===== src/rtl/irq_arbiter.sv =====
// irq_arbiter: edge-detected, enable-masked interrupt arbiter with a one-hot grant held until eoi.
// Optional `IRQ_ROUND_ROBIN_EN replaces fixed lowest-index priority with a rotating pointer.
module irq_arbiter #(
  parameter int unsigned NUM_IRQ = 32
) (
  input  logic               clk,
  input  logic               resetn,
  input  logic [NUM_IRQ-1:0] irq_src,
  output logic [31:0]        irq,
  input  logic               eoi,
  input  logic               reg_we,
  input  logic               reg_re,
  input  logic [3:0]         reg_addr,
  input  logic [31:0]        reg_wdata,
  output logic [31:0]        reg_rdata
);
  localparam int unsigned ID_W  = 5;
  localparam int unsigned IDX_W = ID_W + 1;
  localparam logic [1:0] A_PENDING = 2'd0;
  localparam logic [1:0] A_ENABLE  = 2'd1;
  localparam logic [1:0] A_ACTIVE  = 2'd2;
  localparam logic [1:0] A_SWTRIG  = 2'd3;

  typedef enum logic [1:0] {S_IDLE, S_ACTIVE, S_GAP} state_t;

  state_t             state_q, state_d;
  logic [NUM_IRQ-1:0] pending_q, pending_d, enable_q, irq_src_q;
  logic [NUM_IRQ-1:0] set_vec, w1c_vec, clr_vec, req;
  logic [31:0]        req32, irq_d, rdata_d;
  logic [ID_W-1:0]    win_id, grant_id_q, grant_id_d;
  logic               win_vld, grant;
  logic [1:0]         wsel;
  logic               unused_addr_lsb;

  assign wsel            = reg_addr[3:2];
  assign unused_addr_lsb = ^reg_addr[1:0];
  assign req             = pending_q & enable_q;
  assign req32           = 32'(req);

`ifdef IRQ_ROUND_ROBIN_EN
  logic [ID_W-1:0]  rr_ptr_q;
  logic [IDX_W-1:0] rr_idx;

  // First requesting source at or above the pointer, wrapping at NUM_IRQ.
  always_comb begin
    win_id  = '0;
    win_vld = 1'b0;
    rr_idx  = '0;
    for (int i = 0; i < int'(NUM_IRQ); i++) begin
      rr_idx = {1'b0, rr_ptr_q} + IDX_W'(i);
      if (rr_idx >= IDX_W'(NUM_IRQ)) rr_idx = rr_idx - IDX_W'(NUM_IRQ);
      if (!win_vld && req32[rr_idx[ID_W-1:0]]) begin
        win_vld = 1'b1;
        win_id  = rr_idx[ID_W-1:0];
      end
    end
  end

  always_ff @(posedge clk or negedge resetn) begin
    if (!resetn) begin
      rr_ptr_q <= '0;
    end else if (grant) begin
      rr_ptr_q <= (win_id == ID_W'(NUM_IRQ - 1)) ? '0 : ID_W'(win_id + ID_W'(1));
    end
  end
`else
  // Fixed priority: descending scan so the lowest requesting index is the last write.
  always_comb begin
    win_id  = '0;
    win_vld = 1'b0;
    for (int i = int'(NUM_IRQ) - 1; i >= 0; i--) begin
      if (req32[ID_W'(i)]) begin
        win_vld = 1'b1;
        win_id  = ID_W'(i);
      end
    end
  end
`endif

  always_ff @(posedge clk or negedge resetn) begin
    if (!resetn) state_q <= S_IDLE;
    else         state_q <= state_d;
  end

  always_comb begin
    state_d = state_q;
    case (state_q)
      S_IDLE:   if (win_vld) state_d = S_ACTIVE;
      S_ACTIVE: if (eoi)     state_d = S_GAP;
      S_GAP:                 state_d = S_IDLE;
      default:               state_d = S_IDLE;
    endcase
  end

  // Grant / release decisions; the grant vector itself is registered below.
  always_comb begin
    grant      = 1'b0;
    irq_d      = irq;
    grant_id_d = grant_id_q;
    case (state_q)
      S_IDLE: begin
        if (win_vld) begin
          grant      = 1'b1;
          irq_d      = 32'(1) << win_id;
          grant_id_d = win_id;
        end
      end
      S_ACTIVE: begin
        if (eoi) begin
          irq_d      = '0;
          grant_id_d = '0;
        end
      end
      default: begin
        irq_d      = '0;
        grant_id_d = '0;
      end
    endcase
  end

  // Sets (edge or SWTRIG) win over both W1C and the grant clear.
  always_comb begin
    w1c_vec   = (reg_we && wsel == A_PENDING) ? reg_wdata[NUM_IRQ-1:0] : '0;
    set_vec   = (irq_src & ~irq_src_q)
              | ((reg_we && wsel == A_SWTRIG) ? reg_wdata[NUM_IRQ-1:0] : '0);
    clr_vec   = grant ? irq_d[NUM_IRQ-1:0] : '0;
    pending_d = (pending_q & ~w1c_vec & ~clr_vec) | set_vec;
  end

  always_comb begin
    rdata_d = '0;
    case (wsel)
      A_PENDING: rdata_d = 32'(pending_q);
      A_ENABLE:  rdata_d = 32'(enable_q);
      A_ACTIVE:  rdata_d = {state_q == S_ACTIVE, 26'd0, grant_id_q};
      default:   rdata_d = '0;
    endcase
  end

  always_ff @(posedge clk or negedge resetn) begin
    if (!resetn) begin
      pending_q  <= '0;
      enable_q   <= '0;
      irq_src_q  <= '0;
      irq        <= '0;
      grant_id_q <= '0;
      reg_rdata  <= '0;
    end else begin
      pending_q  <= pending_d;
      irq_src_q  <= irq_src;
      irq        <= irq_d;
      grant_id_q <= grant_id_d;
      if (reg_we && wsel == A_ENABLE) enable_q <= reg_wdata[NUM_IRQ-1:0];
      if (reg_re) reg_rdata <= rdata_d;
    end
  end

endmodule


===== config.mk =====
export PLATFORM = sky130hd
export DESIGN_NAME = irq_arbiter
export DESIGN_NICKNAME = d
export VERILOG_FILES = /design/src/rtl/irq_arbiter.sv
export SDC_FILE = /design/constraint.sdc
export NUM_CORES = 1
export LEC_CHECK = 0
export BUFFER_PORTS_ARGS = -buffer_cell sky130_fd_sc_hd__buf_2
export CAP_MARGIN = 20
export CORE_MARGIN = 1
export CORE_UTILIZATION = 45
export DETAILED_ROUTE_END_ITERATION = 6
export GPL_TIMING_DRIVEN = 0
export PLACE_DENSITY_LB_ADDON = 0.08
export RECOVER_POWER = 100
export SLEW_MARGIN = 25
export SYNTH_ARGS = -nofsm -noshare
export SYNTH_HDL_FRONTEND = slang
export SYNTH_SLANG_ARGS = --single-unit
export TNS_END_PERCENT = 50

===== constraint.sdc =====
create_clock -name clk -period 1.9 [get_ports clk]
set_input_delay 0.19 -clock clk [delete_from_list [all_inputs] [get_ports clk]]
set_output_delay 0.19 -clock clk [all_outputs]
set_load 0.05 [all_outputs]

==> reports/qor.yml <==
cts:
  cts_tree: "done"
  htree_levels: 4
  clkTransAtPathRegs_ps: 60
  cts_root_buf: "clkbuf_16"
  clockBufferDepth: 2
  clock_latency_ps: 420
  cts_inserted_buffers: 17
  cts_sinks: 166
worst_setup_path:
  setup.worst_path.start_class: "flip-flop"
  crit_required_ps: 2200
  crit_path_end_kind: "flip-flop"
  critPathKind: "reg -> reg"
  crit_path_max_fanout: 5
  arrival_ps: 2300
yosys:
  synth_nets: 645
  netlist_instances: 572
  synth-seq-cells: 166
  synth.distinct_cells: 43
  syn_area_per_cell_um2: 11.7
  synth_top_area_frac: 0.621
  postSynth.asyncResetShare: 1.00
  ys.warnings.count: 0
  syn-cell-area_um2: 6690
  yosys.area.top_type: "dfrtp_1"
  synth_flop_cell: "dfrtp_1"
  synth_edf_count: 0
  ys_seq_area_frac: 0.621
  synth_area_leaders: "dfrtp_1 (62%), mux2_2 (5.4%), mux2i_1 (4.8%), nand2_1 (3.9%), nor2b_1 (3.0%)"
  synth_common_cells: "dfrtp_1 (166), nand2_1 (70)"
  yosysMostFrequentCell: "dfrtp_1"
global_route:
  grt_max_degree: 68
  grt_usage: 0.229
  grt_pass1_vias: 5120
  grt_overflow: 0
  grt_pass1_wl_um: 26000
  antenna_found_initial: 0
detailed_routing:
  dr.pass1.iters: 5
  wl_um: 16600
  antenna_left: 0
  drc: 0
  num_vias: 5054
  routedWlPerCell_um: 17.2
  vias_per_cell: 5.25
  drtIter0Drc: 283
cells_and_area:
  final_core_util: 0.596
  final_cell_area_um2: 8660
  diodes: 0
  areaGrowthSynthToFinish_pct: 29.4
  layout.nets: 839
  drive_gt1_frac: 0.187
  final-instance-count-excl-fill: 963
power_and_ir_drop:
  ir_worst_vdd_mv: 0.595
  power.total_mw: 9.80
  p_leak_nw: 3.88
  p_per_area_nw_per_um2: 1130
worst_hold_path:
  min_path_type: "in -> reg"
placement:
  place_area_um2: 7650
  dp_hpwl_um: 11400
  gp_congestion: 0.816
  post-place-ws_ps: -393
  dp.cells: 890
  portBuffers: 132
sta:
  hold_viol_final: 0
  fin_setup_tns_ps: -595
  setup_violations: 11
  min_period_ps: 2000
  fin_crit_sh: 1.05
  skew_ps: 6.44
  slew_viol_final: 0
  worstMarginPinSlew_ps: 1140
  worst_hold_slack_ps: 17.9
  max_freq_ghz: 0.500
  setup_slack_ps: -98.1
  relSlewSlack: 0.238
  rsz0062_at_grt: "true"
job:
  max-cap-violations: 0
status:
  outcome: "finished, violations left"
  violations: "negative setup slack"
floorplan:
  die-area_um2: 15400
  die_h_um: 124
  die_w_um: 124
  num_rows: 44
  io_pins: 137
  core-area_um2: 14500
  start_util: 0.460
## power breakdown
part / internal [mW] / total [mW] / switching [mW]
Clock: 2.35 / 3.74 / 1.39
Combinational: 0.684 / 1.88 / 1.19
Sequential: 3.91 / 4.19 / 0.273
Total: 6.95 / 9.80 / 2.86
## cells by family after synthesis
logic type | share of synthesized area
DFF | 0.621
and+or+nand+nor | 0.114
AOI/OAI and AO/OA | 0.131
muxes | 0.102
buffers and inverters | 0.0325
## sequential cells by signal, summed over array words and instances (netlist names)
register and flops:
grant_id_q 4, enable_q 32, state_q 2, pending_q 32, reg_rdata 32, irq_src_q 32
irq 32
## cell type report
type                       instances  area (µm²)
buffer                            25        96.3
clock inverter                    10         168
sequential                       166        4150
timing repair buffer             175        1010
tap                              184         230
fill                            1249        5880
clock buffer                      22         484
inverter                          32         120
multi-input combinational        349        2400
## final timing paths
kind	slack, ps	cells after the start	startpoint	end
worst max-delay path	-100	6	pending_q[6]	pending_q[12]
worst min-delay path	20	3	reg_wdata[4]	pending_q[4]
worst max register to register	-100	6	pending_q[6]	pending_q[12]
worst min register to register	480	1	irq[17]	irq[17]
max in group asynchronous	160	4	resetn	irq_src_q[17]
min in group asynchronous	530	2	resetn	state_q[0]
## metal layers
metal	GRT usage	vias to the layer above	wire, µm
li1	-	2397	-
met3	0.0549	16	688
met2	0.367	121	8070
met4	0.0885	0	224
met5	0	-	0
met1	0.301	2520	7590
## critical path, stage by stage, from the launching register on
cell and delay, ps:
dfrtp_1 440, a22o_1 240, a221oi_2 270, nand2_1 120, or4_4 600, nor2_2 140
o21ai_1 80
## cell usage in the layout (no fill, tap or decap), drive strengths merged, types with 32 or more instances in the layout
cell type    Yosys  layout
mux2            32      32
clkbuf          20     125
dlygate4sd3      0      33
buf              5      64
nor2b           32      32
nand2           70      70
inv             32      33
mux2i           32      32
dfrtp          166     166
## what timing repair did
item / in CTS / in global routing
resized for setup: 14 / 4
setup buffers: 5 / 3
pin swaps: 11 / 10
setup endpoints to repair: 27 / 23
hold buffers: 33 / 0
endpoints found under the hold margin: 75 / 0
gates cloned: 0 / 0
No activity file was read; power rests on OpenSTA's default activity.
